File: config.mk
export PLATFORM = sky130hd
export DESIGN_NAME = reg_unit_param
export DESIGN_NICKNAME = d
export VERILOG_FILES = /design/src/rtl/reg_unit_pkg.sv /design/src/rtl/wr_en_dec.sv /design/src/rtl/reg_unit_param.sv
export SDC_FILE = /design/constraint.sdc
export NUM_CORES = 2
export LEC_CHECK = 0
export BUFFER_PORTS_ARGS = -buffer_cell sky130_fd_sc_hd__buf_2
export CAP_MARGIN = 0
export CORE_MARGIN = 2
export CORE_UTILIZATION = 63
export CTS_CLUSTER_DIAMETER = 50
export DETAILED_ROUTE_END_ITERATION = 12
export PLACE_DENSITY = 0.86
export SYNTH_ARGS = -nofsm -noshare
export SYNTH_HDL_FRONTEND = slang
export SYNTH_SLANG_ARGS = --single-unit
File: constraint.sdc
create_clock -name clk -period 2.6 [get_ports clk]
set_input_delay 0.39 -clock clk [delete_from_list [all_inputs] [get_ports clk]]
set_output_delay 0.39 -clock clk [all_outputs]
set_load 0.05 [all_outputs]
File: src/rtl/reg_unit_pkg.sv
// reg_unit_pkg: shared defaults, types and index helper for the register unit
package reg_unit_pkg;
    localparam int DEF_XLEN = 32;
    localparam int DEF_NREG = 32;
    localparam int DEF_AW = $clog2(DEF_NREG);
    typedef logic [DEF_AW-1:0] reg_addr_t;
    typedef logic [DEF_XLEN-1:0] xword_t;
    function automatic logic zero_idx_f(input int unsigned idx);
        return idx == 0;
    endfunction
endpackage

File: src/rtl/wr_en_dec.sv
// wr_en_dec: AW-to-NREG one-hot decoder with enable, index 0 never asserted
module wr_en_dec
    import reg_unit_pkg::*;
#(
    parameter int AW = 5,
    parameter int NREG = 32
) (
    input  logic            en,
    input  logic [AW-1:0]   idx,
    output logic [NREG-1:0] oh
);
    for (genvar i = 0; i < NREG; i++) begin : g_oh
        assign oh[i] = en && idx == AW'(i) && !zero_idx_f(i);
    end
endmodule

File: src/rtl/reg_unit_param.sv
// reg_unit_param: parametrised register file with bypass and pending-write scoreboard
module reg_unit_param
    import reg_unit_pkg::*;
#(
    parameter int XLEN = DEF_XLEN,
    parameter int NREG = DEF_NREG,
    parameter int NRD = 2,
    parameter int BYPASS = 1,
    localparam int AW = $clog2(NREG)
) (
    input  logic                clk,
    input  logic                rst_n,
    input  logic                RuWr,
    input  logic [AW-1:0]       rd,
    input  logic [XLEN-1:0]     wr_data,
    input  logic [NRD*AW-1:0]   rs_addr,
    output logic [NRD*XLEN-1:0] rs_data,
    input  logic                iss_valid,
    input  logic [AW-1:0]       iss_rd,
    output logic [NREG-1:0]     busy,
    output logic [NRD-1:0]      hazard
);
    logic [NREG-1:0] wr_en;
    logic [NREG-1:0] iss_set;
    logic [XLEN-1:0] regs [NREG];

    wr_en_dec #(.AW(AW), .NREG(NREG)) u_wr_dec (.en(RuWr), .idx(rd), .oh(wr_en));
    wr_en_dec #(.AW(AW), .NREG(NREG)) u_iss_dec (.en(iss_valid), .idx(iss_rd), .oh(iss_set));

    always_ff @(posedge clk or negedge rst_n) begin
        if (!rst_n) begin
            for (int i = 0; i < NREG; i++) regs[i] <= '0;
        end else begin
            for (int i = 0; i < NREG; i++) if (wr_en[i]) regs[i] <= wr_data;
        end
    end

    // set is applied after clear so a new producer wins over a completing one
    always_ff @(posedge clk or negedge rst_n) begin
        if (!rst_n) busy <= '0;
        else busy <= (busy & ~wr_en) | iss_set;
    end

    for (genvar p = 0; p < NRD; p++) begin : g_rd
        logic [AW-1:0] a;
        logic hit;
        assign a = rs_addr[p*AW +: AW];
        assign hit = BYPASS != 0 && RuWr && rd == a;
        assign rs_data[p*XLEN +: XLEN] = zero_idx_f(32'(a)) ? '0 : hit ? wr_data : regs[a];
        assign hazard[p] = busy[a] && !hit;
    end
endmodule

==> results of run 1 <==
## synthesized netlist by cell type, types with 3 or more instances
| master | instances | area [µm²] |
|---|---|---|
| o221ai_1 | 20 | 175 |
| a211oi_1 | 59 | 443 |
| or4_1 | 17 | 128 |
| buf_6 | 10 | 113 |
| a221oi_1 | 46 | 403 |
| nand4b_1 | 4 | 35.0 |
| mux2_2 | 1047 | 11800 |
| dfrtp_1 | 1023 | 25600 |
| o31ai_1 | 3 | 22.5 |
| a21oi_1 | 32 | 160 |
| o21ai_0 | 84 | 420 |
| nor2b_1 | 37 | 231 |
| clkbuf_1 | 226 | 848 |
| mux2i_1 | 158 | 1580 |
| mux4_2 | 382 | 8600 |
| xnor2_1 | 4 | 35.0 |
| a22o_1 | 26 | 228 |
| nand2_1 | 40 | 150 |
| o22ai_1 | 82 | 513 |
| nand2b_1 | 16 | 100 |
| inv_1 | 6 | 22.5 |
| nand4_1 | 3 | 18.8 |
| nor4_1 | 33 | 206 |
| buf_1 | 54 | 203 |
| and2_0 | 3 | 18.8 |
| buf_2 | 128 | 641 |
| nand3_1 | 22 | 110 |
| or3b_1 | 18 | 158 |
| o21bai_1 | 14 | 105 |
| a2111oi_0 | 14 | 123 |
| a22oi_1 | 51 | 383 |
| buf_4 | 21 | 158 |
| a31oi_1 | 18 | 113 |
| xor2_1 | 6 | 52.6 |
| mux2_1 | 72 | 811 |
| o21ai_1 | 37 | 185 |
| nor3_1 | 21 | 105 |
| nor2_1 | 114 | 428 |
## timing repair
| item | 4_1_cts |
|---|---|
| pin swaps | 164 |
| hold buffers | 1 |
| endpoints found under the setup margin | 66 |
| cloned | 4 |
| buffers inserted | 93 |
| hold endpoints to repair | 101 |
| resized for setup | 386 |
## through the flow
| step | setup slack [ps] | TNS, ps | instances | hold slack (ps) |
|---|---|---|---|---|
| after CTS | -356 | -14380 | 5632 | 43.6 |
| after detailed placement | -436 | -15980 | 5326 | 339 |
| after global placement | -428 | -14100 | 5326 | 335 |
| after floorplan | -24.0 | -24.0 | 3974 | 94.4 |
## routing by layer
| metal | GRT usage, % | overflow |
|---|---|---|
| met1 | 77.5 | 6 |
| met2 | 90.4 | 48 |
| met3 | 77.5 | 7 |
| met4 | 77.3 | 42 |
| met5 | 68.1 | 0 |
## cell families after synthesis
logic type | after synthesis
simple gates | 341
other cells | 1
buf+inv | 446
compound gates | 494
xor+xnor | 10
flops | 1023
mux | 1659
==> metrics.yaml, run 1 <==
sta:
  repair-timing-grt-worst-ep: "rs_data[53]"
  worstEndpointType: "top-level output"
logic_synthesis:
  synth_compound_area_share_pct: 6.02
  syn-cell-area_mm2: 0.0556
  syn_area_per_cell_um2: 14.0
  synthMuxAreaShare_pct: 41.0
  synth_edf_count: 0
  syn-instance-count: 3974
  ys_seq_area_share_pct: 46.0
  yosysWarnings: 0
  yosysUniqueCellTypes: 54
  synthAdderAreaFrac_pct: 0
  synth-seq-cells: 1023
  yosys_most_used_dff: "dfrtp_1"
  async_reset_ff_share_pct: 100
  synth_xor_area_share_pct: 0.158
  synthesis.nets: 4030
  synth_top_family_by_area: "multiplexers"
  synth_simple_gate_area_share_pct: 3.21
global_routing:
  grt_max_degree: 98
  grtUsageTotal_pct: 81.0
  antenna_found_initial: 44
  grt_overflow_total: 103
outcome:
  outcome: "stopped before the end"
  stop_stage: "global routing"
  firstError: "[ERROR GRT-0232] Routing congestion too high. Check the congestion heatmap in the GUI."
clock_tree:
  numCtsBuffers: 114
  cts_sinks: 1023
  htree_levels: 3
  clockRootBuffer: "clkbuf_16"
  clock_path_buffers: 3
floorplanning:
  die_y_um: 301
  fp.dieW_um: 301
  ioPinCount: 154
  rows: 108
  start_util_pct: 63.8
placement:
  dpl-instance-area_mm2: 0.0623
  portBuffers: 152
  place_congestion: 0.945
  place_hpwl_um: 121000
==> run 2, diff against run 1 <==
Settings changed: CORE_UTILIZATION 63 to 40, CTS_CLUSTER_DIAMETER 50 to not set, PLACE_DENSITY 0.86 to not set, PLACE_DENSITY_LB_ADDON set to 0.15.
==> metrics.yaml, run 2 <==
outcome:
  outcome: "finished, violations left"
  violations: "setup timing"
floorplanning:
  core_mm2: 0.138
  start_util_pct: 40.4
  fp.dieW_um: 377
  ioPinCount: 154
  die_area_mm2: 0.142
  rows: 136
  die_y_um: 377
finish:
  final_cells: 6283
  layout_common_cells: "mux2_2 (1022), dfrtp_1 (1015), buf_4 (394), mux4_2 (382), buf_12 (220)"
  nFillCells: 11600
  final_core_util_pct: 51.2
  largest_reg_flops: 992
  syn_to_final_growth_pct: 26.7
  layout-drive-gt1-share_pct: 60.1
  largestRegisters: "regs (992), busy (31)"
  layout_commonest_cell: "mux2_2"
  largest-register: "regs"
  design_area_mm2: 0.0704
  final_nets: 4444
placement:
  placed_cells: 5996
  place_congestion: 0.868
  portBuffers: 152
  place_hpwl_um: 135000
  dp_slack_ps: -552
  dpl-instance-area_mm2: 0.0641
setup_path:
  crit_arrival_ps: 2670
  rr_worst_depth: 3
  crit_path_start_kind: "flop"
  required_ps: 2210
  rrSetupSlack_ps: 1600
  max_stage_delay_ps: 520
  slowest_stage: "mux4_2"
  critPathCaptureType: "primary output"
  r2r-end: "regs[23]"
  cp_max_fo: 3
  path_cells: "mux4_2 -> mux4_2 -> mux2i_1 -> buf_4 -> nor2_4 -> buf_6"
  crit_top_cell: "mux4_2"
  r2r_start: "regs[23]"
  criticalPathCategory: "flop to primary output"
logic_synthesis:
  synth_edf_count: 0
  synthTopCellsByArea: "dfrtp_1 (46%), mux2_2 (21%), mux4_2 (15%)"
  async_reset_ff_share_pct: 100
  synth_xor_area_share_pct: 0.158
  syn_area_per_cell_um2: 14.0
  yosys_most_used_dff: "dfrtp_1"
  synth-seq-cells: 1023
  netlist_top_cells_count: "mux2_2 (1047), dfrtp_1 (1023), mux4_2 (382), clkbuf_1 (226), mux2i_1 (158)"
  yosysUniqueCellTypes: 54
  synth_top_family_by_area: "multiplexers"
  synth_compound_area_share_pct: 6.02
  yosysWarnings: 0
  synth.most_common_cell: "mux2_2"
  yosysTopAreaCellShare_pct: 46.0
  synthesis.nets: 4030
  syn-cell-area_mm2: 0.0556
  synthAdderAreaFrac_pct: 0
  synth_simple_gate_area_share_pct: 3.21
  syn-instance-count: 3974
  synthMuxAreaShare_pct: 41.0
  ys_seq_area_share_pct: 46.0
  yosysTopAreaCell: "dfrtp_1"
drt:
  viasPerCell: 6.27
  wire_per_inst_um: 32.9
  wl_met1_um: 89100
  drtIter0Drc: 3726
  final_antenna_net_count: 0
  dr.pass1.iters: 5
  route.detailed.drc: 0
  dr_wl_met2_um: 96000
  vias: 39400
  top_layer: "met5"
  met3WireLength_um: 15100
  wl_um: 206000
job:
  drv_cap: 0
sta:
  tightest_slew_ps: 859
  fin_skew_ps: 0
  setup_slack_ps: -456
  rsz0062_at_grt: "true"
  whs_ps: 52.6
  relSlewSlack_pct: 42.3
  min_period_ps: 3060
  fin_crit_sh_pct: 118
  hold_violations: 0
  slew_violations: 0
  report.final.setup_viol: 66
  clock.fmax_ghz: 0.327
pwr:
  combPwrFrac_pct: 25.9
  clockPowerShare_pct: 33.1
  leakagePower_nw: 30.4
  p_seq_share_pct: 41.0
  intPower_mw: 36.9
  p_sw_share_pct: 29.6
  pwr_density_cell_mw_per_mm2: 745
  ir_drop_mv: 0.517
  p_switching_mw: 15.5
clock_tree:
  htree_levels: 3
  cts_sinks: 1023
  clk_latency_ps: 730
  cts_tree: "built"
  clockRootBuffer: "clkbuf_16"
  clock_path_buffers: 3
  numCtsBuffers: 115
  path_clk_slew_ps: 60
global_routing:
  antenna_found_initial: 9
  grt_pass1_wl_um: 298000
  grt_pass1_vias: 40400
  grt_overflow_total: 0
  grtUsageTotal_pct: 29.1
  grt_max_degree: 130
worst_hold_path:
  hold_class: "input pin to flop"
  hp-start: "wr_data[31]"
  hold_end: "regs[863]"
  hold_path_depth: 2
-- run 2: metrics by stage --
step / TNS (ps) / power (mW)
floorplan: -24.0 / 29.4
global placement: -24160 / 33.8
detailed placement: -22980 / 34.1
CTS: -18940 / 52.3
global route: -20340 / 54.5
finish: -16170 / 52.4
-- run 2: timing repair --
action                     in CTS  in global routing
resized for setup             263                108
setup buffers                  57                 20
gates cloned                    1                  3
pin swaps                     141                 67
hold buffers                    5                  0
setup endpoints to repair      66                 66
hold endpoints to repair      205                  0
-- run 2: worst max path at each step --
stage / start / to / cells past startpoint
2_1_floorplan: rs_addr[6] / rs_data[32] / 7
3_3_place_gp: rs_addr[0] / rs_data[15] / 9
3_5_place_dp: rs_addr[0] / rs_data[15] / 10
4_1_cts: busy[30] / hazard[0] / 6
5_1_grt: busy[31] / hazard[0] / 6
6_report: busy[30] / hazard[0] / 6
-- run 2: power by group through the flow --
stage	Clock (mW)	Sequential (mW)	Combinational, mW
detailed placement	0	21.7	12.4
floorplan	0	21.2	8.19
finish	17.3	21.5	13.6
global route	18.3	21.9	14.4
global placement	0	21.6	12.2
CTS	17.6	21.4	13.3
-- run 2: layout make-up --
class                   count  area (µm²)  area share [%]
flip-flops and latches   1023       25600            36.4
repair buffers            737        8420            11.9
inverters                   6        22.5          0.0320
clock inverters            44         548           0.778
diodes                      4        10.0          0.0142
clock buffers             170        3460            4.91
multi-input cells        2505       30100            42.8
well taps                1794        2240            3.19
-- run 2: metal layers --
layer,global-route usage [%],vias to the layer above
li1,-,16200
met1,40.8,21300
met2,45.7,1561
met4,9.08,4
met5,0,-
met3,5.46,326
-- run 2: critical path, delay by kind of cell, from the launching register on --
family        cells  cell delay [ps]
mux               3             1180
buf+inv           2              310
flops             1              410
simple gates      1               40
-- run 2: kinds of logic after synthesis --
group / Yosys count
AOI/OAI and AO/OA: 494
other: 1
buffers and inverters: 446
muxes: 1659
and+or+nand+nor: 341
xor gates and xnor gates: 10
DFF: 1023
Power figures use the tool's default switching activity.
